## config.mk

```make
export PLATFORM = sky130hd
export DESIGN_NAME = div8by4_seq_restoring
export DESIGN_NICKNAME = d
export VERILOG_FILES = /design/src/rtl/div_pkg.sv /design/src/rtl/div_restoring_step.sv /design/src/rtl/div8by4_seq_restoring.sv
export SDC_FILE = /design/constraint.sdc
export NUM_CORES = 1
export LEC_CHECK = 0
export CORE_MARGIN = 2
export CORE_UTILIZATION = 54
export CTS_CLUSTER_DIAMETER = 60
export DETAILED_ROUTE_END_ITERATION = 7
export GPL_TIMING_DRIVEN = 0
export PLACE_DENSITY = 0.91
export SYNTH_ARGS = -nofsm -noshare
export SYNTH_HDL_FRONTEND = slang
export SYNTH_SLANG_ARGS = --single-unit
```

## constraint.sdc

```tcl
create_clock -name clk -period 3.5 [get_ports clk]
set_clock_uncertainty 0.2 [all_clocks]
set_input_delay 0.525 -clock clk [delete_from_list [all_inputs] [get_ports clk]]
set_output_delay 0.525 -clock clk [all_outputs]
set_load 0.005 [all_outputs]
```

## src/rtl/div_pkg.sv

```systemverilog
// Shared types and constants for the sequential restoring divider.
// The state encoding and counter sizing are used by the top-level FSM.
package div_pkg;

    localparam int DEFAULT_W = 4;

    typedef enum logic [1:0] {
        IDLE = 2'd0,
        RUN  = 2'd1,
        DONE = 2'd2
    } state_e;

    // The step counter must hold W-1. It is kept at least 1 bit wide so that W=1 stays legal.
    function automatic int cnt_width(input int w);
        return (w > 1) ? $clog2(w) : 1;
    endfunction

    localparam int CNT_W = cnt_width(DEFAULT_W);

endpackage

```

## src/rtl/div_restoring_step.sv

```systemverilog
// One restoring-division step: shift the next dividend bit into the partial
// remainder, trial-subtract the divisor, and keep the difference when it is non-negative.
module div_restoring_step #(
    parameter int W = 4
) (
    input  logic [W:0]   rem,
    input  logic         next_bit,
    input  logic [W-1:0] divisor,
    output logic [W:0]   new_rem,
    output logic         q_bit
);

    logic [W:0]   shifted;
    logic [W+1:0] trial;
    logic         take;

    always_comb begin
        shifted = {rem[W-1:0], next_bit};
        trial   = {1'b0, shifted} - {2'b0, divisor};
        // A set rem[W] means the true shifted value is at least 2^(W+1), which is
        // above any divisor. The low W+1 bits of the difference are still exact.
        take    = rem[W] | ~trial[W+1];
        q_bit   = take;
        new_rem = take ? trial[W:0] : shifted;
    end

endmodule

```

## src/rtl/div8by4_seq_restoring.sv

```systemverilog
// Sequential restoring divider: 2W-bit dividend / W-bit divisor -> W-bit quotient
// and remainder, with divide-by-zero and quotient-overflow flags and a valid/ready handshake on both sides.
module div8by4_seq_restoring
    import div_pkg::*;
#(
    parameter int W = DEFAULT_W
) (
    input  logic           clk,
    input  logic           rst_n,
    input  logic           in_valid,
    output logic           in_ready,
    input  logic [2*W-1:0] dividend,
    input  logic [W-1:0]   divisor,
    output logic           out_valid,
    input  logic           out_ready,
    output logic [W-1:0]   quotient,
    output logic [W-1:0]   remainder,
    output logic           div_by_zero,
    output logic           overflow
);

    localparam int CW = cnt_width(W);

    state_e         state, state_next;
    logic [CW-1:0]  cnt;
    logic [W:0]     rem_q;
    logic [W-1:0]   q_sr;
    logic [W-1:0]   divisor_q;

    logic           accept;
    logic           zero_div;
    logic           quot_ovf;
    logic [W:0]     step_rem;
    logic           step_bit;

    assign accept   = (state == IDLE) && in_valid;
    assign zero_div = (divisor == '0);
    // The quotient fits in W bits exactly when the upper dividend half is below the divisor.
    assign quot_ovf = (dividend[2*W-1:W] >= divisor);

    div_restoring_step #(.W(W)) u_step (
        .rem      (rem_q),
        .next_bit (q_sr[W-1]),
        .divisor  (divisor_q),
        .new_rem  (step_rem),
        .q_bit    (step_bit)
    );

    // NOTE: every signal written in a combinational block gets a default first, so no latch can be inferred.
    always_comb begin
        state_next = state;
        unique case (state)
            IDLE: if (in_valid) state_next = (zero_div || quot_ovf) ? DONE : RUN;
            RUN:  if (cnt == '0) state_next = DONE;
            DONE: if (out_ready) state_next = IDLE;
            default: state_next = IDLE;
        endcase
    end

    // NOTE: sequential state uses non-blocking assignments only, so every flop samples pre-edge values.
    always_ff @(posedge clk or negedge rst_n) begin
        if (!rst_n) begin
            state     <= IDLE;
            in_ready  <= 1'b1;
            out_valid <= 1'b0;
        end else begin
            state     <= state_next;
            in_ready  <= (state_next == IDLE);
            out_valid <= (state_next == DONE);
        end
    end

    always_ff @(posedge clk or negedge rst_n) begin
        if (!rst_n) begin
            cnt         <= '0;
            rem_q       <= '0;
            q_sr        <= '0;
            divisor_q   <= '0;
            div_by_zero <= 1'b0;
            overflow    <= 1'b0;
        end else begin
            unique case (state)
                IDLE: begin
                    if (accept) begin
                        divisor_q   <= divisor;
                        div_by_zero <= 1'b0;
                        overflow    <= 1'b0;
                        if (zero_div) begin
                            div_by_zero <= 1'b1;
                            q_sr        <= '1;
                            rem_q       <= {1'b0, dividend[W-1:0]};
                        end else if (quot_ovf) begin
                            overflow <= 1'b1;
                            q_sr     <= '1;
                            rem_q    <= '0;
                        end else begin
                            rem_q <= {1'b0, dividend[2*W-1:W]};
                            q_sr  <= dividend[W-1:0];
                            cnt   <= CW'(W - 1);
                        end
                    end
                end
                RUN: begin
                    rem_q <= step_rem;
                    q_sr  <= W'({q_sr, step_bit});
                    if (cnt != '0) cnt <= cnt - CW'(1);
                end
                default: ;
            endcase
        end
    end

    assign quotient  = q_sr;
    assign remainder = rem_q[W-1:0];

endmodule

```

==> impl_metrics.ini, run 1 <==
[floorplan]
dieArea_um2 = 2820
num_rows = 17
die_x_um = 53.1
ioPinCount = 28
start_util_pct = 57.8
die_y_um = 53.1
coreArea_um2 = 2250

[timing]
worst_pin_slew_ps = 922
fin_setup_tns_ps = 0
finalSetupViolCount = 0
slew_headroom_pct = 38.3
setup_ws_ps = 1080
min_period_over_period_pct = 69.0
hold_ws_ps = 286
final_max_slew_viol_count = 0
grt_setup_unrepaired = false
min_period_ps = 2420
finalHoldViolCount = 0
fmax_mhz = 414

[grt]
grt_max_degree = 22
grt_pass1_vias = 1194
grt_overflow = 0
grt_use_total_pct = 24.9
antenna_found_initial = 0
grt_pass1_wl_um = 5010

[yosys]
yosys-top-cells-count = dfrtp_1, nand2_1, inv_1
ys_async_sr_fraction_pct = 100
syn_avg_cell_area_um2 = 9.24
yosysTopAreaCell = dfrtp_1
netlist_area_um2 = 1300
synthFlopType = dfrtp_1
yosys-top-cells-area = dfrtp_1, ha_1, nand2_1
netlist_instances = 141
synth_edf_count = 0
ys_ff_latch = 21
synth_top_area_share_pct = 38.4
synth.distinct_cells = 39
synth-seq-area-share_pct = 40.4
synth_most_common_cell = dfrtp_1
ys_warn_count = 0
synth.net_count = 167

[critical_path]
start_kind = input pin
timing.rr.end = rem_q[2]$_DFFE_PN0P_
critPathKind = input pin to register
crit-reg2reg-launch = quotient[3]$_DFFE_PN0P_
critPathLaunch = divisor[1]
rrSetupSlack_ps = 1390
worstRegToRegCells = 7
cp.arrival_ps = 2390
required_ps = 3470
crit_path_end_kind = register
setup.worst_path.end = rem_q[3]$_DFFE_PN0P_
worstPathMaxFanout = 5

[detailed_routing]
wl_per_cell_um = 15.1
routed_wl_um = 3020
wl_met1_um = 1300
dr.first_iter.drc_count = 39
maxUsedRoutingLayer = met4
dr_wl_met3_um = 161
drc = 0
ant_nets = 0
drtPass1Iterations = 4
wl_met2_um = 1470
vias_per_cell = 5.94
via_count = 1187

[cts]
cts_resized = 0
cts_tree = done
clk_latency_ps = 310
ctsHoldBuffers = 0
cts_made_buffers = 3
cts_sinks = 21
clock_path_buffers = 2
htree_levels = 1
path_clk_slew_ps = 130
cts-root-buf = clkbuf_4
postCtsSetupRepairBufs = 0

[placed_design]
io_buffers = 27
post-place-ws_ps = 778
place.gp.congestion = 0.841
dp_hpwl_um = 2380

[pwr]
p_sw_share_pct = 42.3
p_seq_share_pct = 30.4
comb_power_share_pct = 61.7
power_leakage_nw = 0.741
switchingPower_mw = 0.636
vdd_drop_max_uv = 549
power_density_nw_per_um2 = 918
p_int_mw = 0.866
clkPwrFrac_pct = 7.8

[final_layout]
num_antenna_cells = 0
synthToLayoutAreaGrowth_pct = 25.6
fin_util_pct = 72.5
fin_nets = 199
drive_gt1_share_pct = 11.0

[outcome]
status = complete, no violations

[worst_hold_path]
min_path_type = register to register
holdCritStartpoint = cnt[0]$_DFFE_PN0P_

[run]
cap_viol_max_count = 0
==> logic make-up (layout without fill, tap and decap cells) <==
| kind of cell | Yosys count | in the layout | share of synthesized area (%) |
|---|---|---|---|
| flip-flops | 21 | 21 | 40.4 |
| adder cells (fa/ha/maj) | 10 | 10 | 10.2 |
| XOR/XNOR | 2 | 2 | 1.35 |
| AO/OA/AOI/OAI | 46 | 46 | 22.8 |
| buffers and inverters | 22 | 53 | 7.88 |
| AND/OR/NAND/NOR | 40 | 40 | 17.4 |
==> power by group through the flow <==
stage	sequential, mW	combinational (mW)	clock [mW]
after floorplan	0.442	0.622	0
after global placement	0.452	0.858	0
after detailed placement	0.460	0.915	0
after CTS	0.454	0.920	0.120
after global routing	0.470	1.05	0.128
final	0.457	0.927	0.118
==> worst max-delay path, cell delays in order <==
cell and delay [ps]:
clkdlybuf4s50_1 550, inv_1 80, ha_1 280, o211ai_1 90, o21ai_1 320, nor2_2 120
a221oi_1 340, a211oi_1 90
==> placed cells by master, fill, tap and decap left out, drive strengths merged, types with 2 or more instances in the layout <==
cell type      netlist  layout
a211oi               5       5
a21oi                9       9
a221oi               5       5
a22oi                4       4
and2                 2       2
buf                  6       6
clkbuf               1       4
clkdlybuf4s50        0      27
dfrtp               20      20
ha                   9       9
inv                 15      15
nand2               18      18
nand3                2       2
nor2                 6       6
nor3                 2       2
nor3b                3       3
nor4                 2       2
o21ai               16      16
o31ai                2       2
or2                  2       2
==> final cells by class <==
| type | instances | area (um2) |
|---|---|---|
| clock buffer | 3 | 22.5 |
| multi-input combinational | 98 | 673 |
| timing repair buffer | 27 | 270 |
| buffer | 7 | 46.3 |
| tap | 28 | 35.0 |
| fill | 175 | 619 |
| sequential | 21 | 527 |
| clock inverter | 1 | 5.00 |
| inverter | 15 | 56.3 |
==> worst min path at each step <==
stage                                    end  slack [ps]  cells after the start
after global routing      cnt[0]$_DFFE_PN0P_         310                      1
after floorplan           cnt[0]$_DFFE_PN0P_          30                      0
after global placement    cnt[0]$_DFFE_PN0P_         260                      1
final                     cnt[0]$_DFFE_PN0P_         290                      1
after CTS                 cnt[0]$_DFFE_PN0P_         290                      1
after detailed placement  cnt[0]$_DFFE_PN0P_         270                      1
==> registers in the layout (all words and copies together), names as in the netlist <==
| signal | count |
|---|---|
| in_ready | 1 |
| overflow | 1 |
| div_by_zero | 1 |
| out_valid | 1 |
| state | 2 |
| rem_q | 5 |
| divisor_q | 4 |
| cnt | 2 |
| quotient | 4 |
==> metrics by stage <==
step / cells / instance area [um2] / power (mW)
floorplan: 141 / 1300 / 1.06
CTS: 200 / 1640 / 1.49
global placement: 196 / 1610 / 1.31
detailed placement: 196 / 1610 / 1.37
global route: 200 / 1640 / 1.64
finish: 200 / 1640 / 1.50
==> per-layer routing <==
| metal | track usage [%] | vias up |
|---|---|---|
| met2 | 46.7 | 48 |
| met1 | 27.9 | 564 |
| met3 | 2.82 | 12 |
| li1 | - | 563 |
| met5 | 0 | - |
| met4 | 11.1 | 0 |
Power figures use the tool's default switching activity.
==> run 2, diff against run 1 <==
--- a/config.mk
+++ b/config.mk
@@ -6,11 +6,11 @@
 export NUM_CORES = 1
 export LEC_CHECK = 0
 export CORE_MARGIN = 2
-export CORE_UTILIZATION = 54
+export CORE_UTILIZATION = 50
 export CTS_CLUSTER_DIAMETER = 60
 export DETAILED_ROUTE_END_ITERATION = 7
 export GPL_TIMING_DRIVEN = 0
-export PLACE_DENSITY = 0.91
+export PLACE_DENSITY = 0.86
 export SYNTH_ARGS = -nofsm -noshare
 export SYNTH_HDL_FRONTEND = slang
 export SYNTH_SLANG_ARGS = --single-unit
==> constraint.sdc (replaced) <==
create_clock -name clk -period 2.5 [get_ports clk]
set_clock_uncertainty 0.2 [all_clocks]
set_input_delay 0.375 -clock clk [delete_from_list [all_inputs] [get_ports clk]]
set_output_delay 0.375 -clock clk [all_outputs]
set_load 0.005 [all_outputs]
==> run 2 against run 1 <==
Compared with the run above: count of clock-buffer cells in the layout rose by 1; first-iteration DRC count is 67% lower; register-to-register slack worse by 950 ps; sequential share of layout area hardly changed; final cell count is 1.0% higher; hold slack better by 15 ps; setup slack got worse by 840 ps; global-route usage decreased by 3.5 points; sequential power increased by 39%; wire length is 7.1% lower; total power rose by 37%; critical path depth is 1 lower; critical endpoint is now state[1]$_DFF_PN0_.
==> impl_metrics.ini, run 2 (synthesis gave the netlist of run 1 again) <==
[outcome]
status = complete, no violations

[cts]
cts_sinks = 21
clk_latency_ps = 310
clock_path_buffers = 2
postCtsSetupRepairBufs = 0
ctsHoldBuffers = 0
cts-root-buf = clkbuf_4
cts_tree = done
cts_made_buffers = 3
path_clk_slew_ps = 110
htree_levels = 1
cts_resized = 0

[timing]
fmax_mhz = 443
finalHoldViolCount = 0
final_max_slew_viol_count = 0
min_period_ps = 2260
slew_headroom_pct = 39.4
min_period_over_period_pct = 90.3
hold_ws_ps = 301
worst_pin_slew_ps = 905
setup_ws_ps = 243
finalSetupViolCount = 0
grt_setup_unrepaired = false

[final_layout]
largest_register_ffs = 5
num_antenna_cells = 0
layout_commonest_cell = clkdlybuf4s50_1
top_register = rem_q
synthToLayoutAreaGrowth_pct = 25.6
layout_common_cells = clkdlybuf4s50_1, dfrtp_1, nand2_1, inv_1, o21ai_1
final-instance-count-excl-fill = 202
fin_nets = 199
drive_gt1_share_pct = 10.5

[pwr]
vdd_drop_max_uv = 674
p_int_mw = 1.21
switchingPower_mw = 0.852
p_seq_share_pct = 30.8
power_leakage_nw = 0.738
power_density_nw_per_um2 = 1260
clkPwrFrac_pct = 8.0
p_sw_share_pct = 41.3
comb_power_share_pct = 61.2

[grt]
grt_overflow = 0
grt_pass1_wl_um = 4530
grt_max_degree = 22
grt_use_total_pct = 21.4
antenna_found_initial = 0
grt_pass1_vias = 1069

[detailed_routing]
vias_per_cell = 5.82
drtPass1Iterations = 5
drc = 0
ant_nets = 0
routed_wl_um = 2800
wl_per_cell_um = 13.9
dr.first_iter.drc_count = 13
via_count = 1175

[worst_hold_path]
min_path_type = register to register

[critical_path]
worstPathMaxFanout = 5
crit-reg2reg-launch = quotient[3]$_DFFE_PN0P_
timing.rr.end = rem_q[2]$_DFFE_PN0P_
critPathLaunch = divisor[0]
required_ps = 2490
setup.worst_path.end = state[1]$_DFF_PN0_
cp.arrival_ps = 2250
start_kind = input pin
crit_path_end_kind = register
rrSetupSlack_ps = 440
worstRegToRegCells = 7
critPathKind = input pin to register

[floorplan]
num_rows = 18
coreArea_um2 = 2480
ioPinCount = 28
dieArea_um2 = 3030
start_util_pct = 52.6
die_x_um = 55.0
die_y_um = 55.0

[placed_design]
dp.cells = 198
place.gp.congestion = 0.841
io_buffers = 27
post-place-ws_ps = -80.3
dp_hpwl_um = 2220

[run]
cap_viol_max_count = 0
==> run 2: changes by cell type in the layout (fill, tap and decap cells not counted) <==
cell and delta:
clkinv_2 -1, clkbuf_1 +1
==> run 2: layout make-up <==
type	count	area [um2]
multi-input combinational	98	673
tap	30	37.5
fill	207	841
inverter	15	56.3
buffer	7	46.3
clock buffer	4	26.3
sequential	21	527
timing repair buffer	27	270
==> run 2: metal layers <==
metal | global-route usage (%) | vias to the layer above | part of all wire, %
li1 | - | 565 | -
met1 | 25.6 | 554 | 45
met2 | 38.7 | 49 | 48
met3 | 1.88 | 7 | 4.8
met4 | 9.76 | 0 | 2.6
met5 | 0 | - | 0
==> run 2: worst max-delay path, cell delays in order <==
cell	delay, ps
clkdlybuf4s50_1	580
ha_1	270
nor3b_1	250
o21ai_1	180
or2_4	290
a31oi_1	220
o21ai_1	90
==> run 2: how the worst min path moves through the flow <==
stage,start,endpoint,slack [ps],cells after the start
after floorplan,rst_n,cnt[0]$_DFFE_PN0P_,-120,0
after global placement,cnt[0]$_DFFE_PN0P_,cnt[0]$_DFFE_PN0P_,260,1
after detailed placement,divisor_q[0]$_DFFE_PN0P_,divisor_q[0]$_DFFE_PN0P_,270,2
after CTS,cnt[0]$_DFFE_PN0P_,cnt[0]$_DFFE_PN0P_,290,1
after global routing,cnt[0]$_DFFE_PN0P_,cnt[0]$_DFFE_PN0P_,320,1
final,cnt[0]$_DFFE_PN0P_,cnt[0]$_DFFE_PN0P_,300,1
==> run 2: stage by stage <==
| step | utilization (%) | power [mW] | instance area (um2) | TNS (ps) |
|---|---|---|---|---|
| after floorplan | - | 1.49 | 1300 | 0 |
| after global placement | 65.0 | 1.84 | 1610 | -5.40 |
| after detailed placement | 65.0 | 1.90 | 1610 | -275 |
| after CTS | 66.1 | 2.07 | 1640 | 0 |
| after global routing | 66.1 | 2.28 | 1640 | 0 |
| final | 66.1 | 2.06 | 1640 | 0 |
==> run 2: power groups by stage <==
| stage | combinational (mW) | clock [mW] | sequential (mW) |
|---|---|---|---|
| after detailed placement | 1.26 | 0 | 0.641 |
| after CTS | 1.26 | 0.171 | 0.635 |
| after global routing | 1.43 | 0.188 | 0.660 |
| after global placement | 1.21 | 0 | 0.635 |
| final | 1.26 | 0.165 | 0.635 |
| after floorplan | 0.871 | 0 | 0.619 |
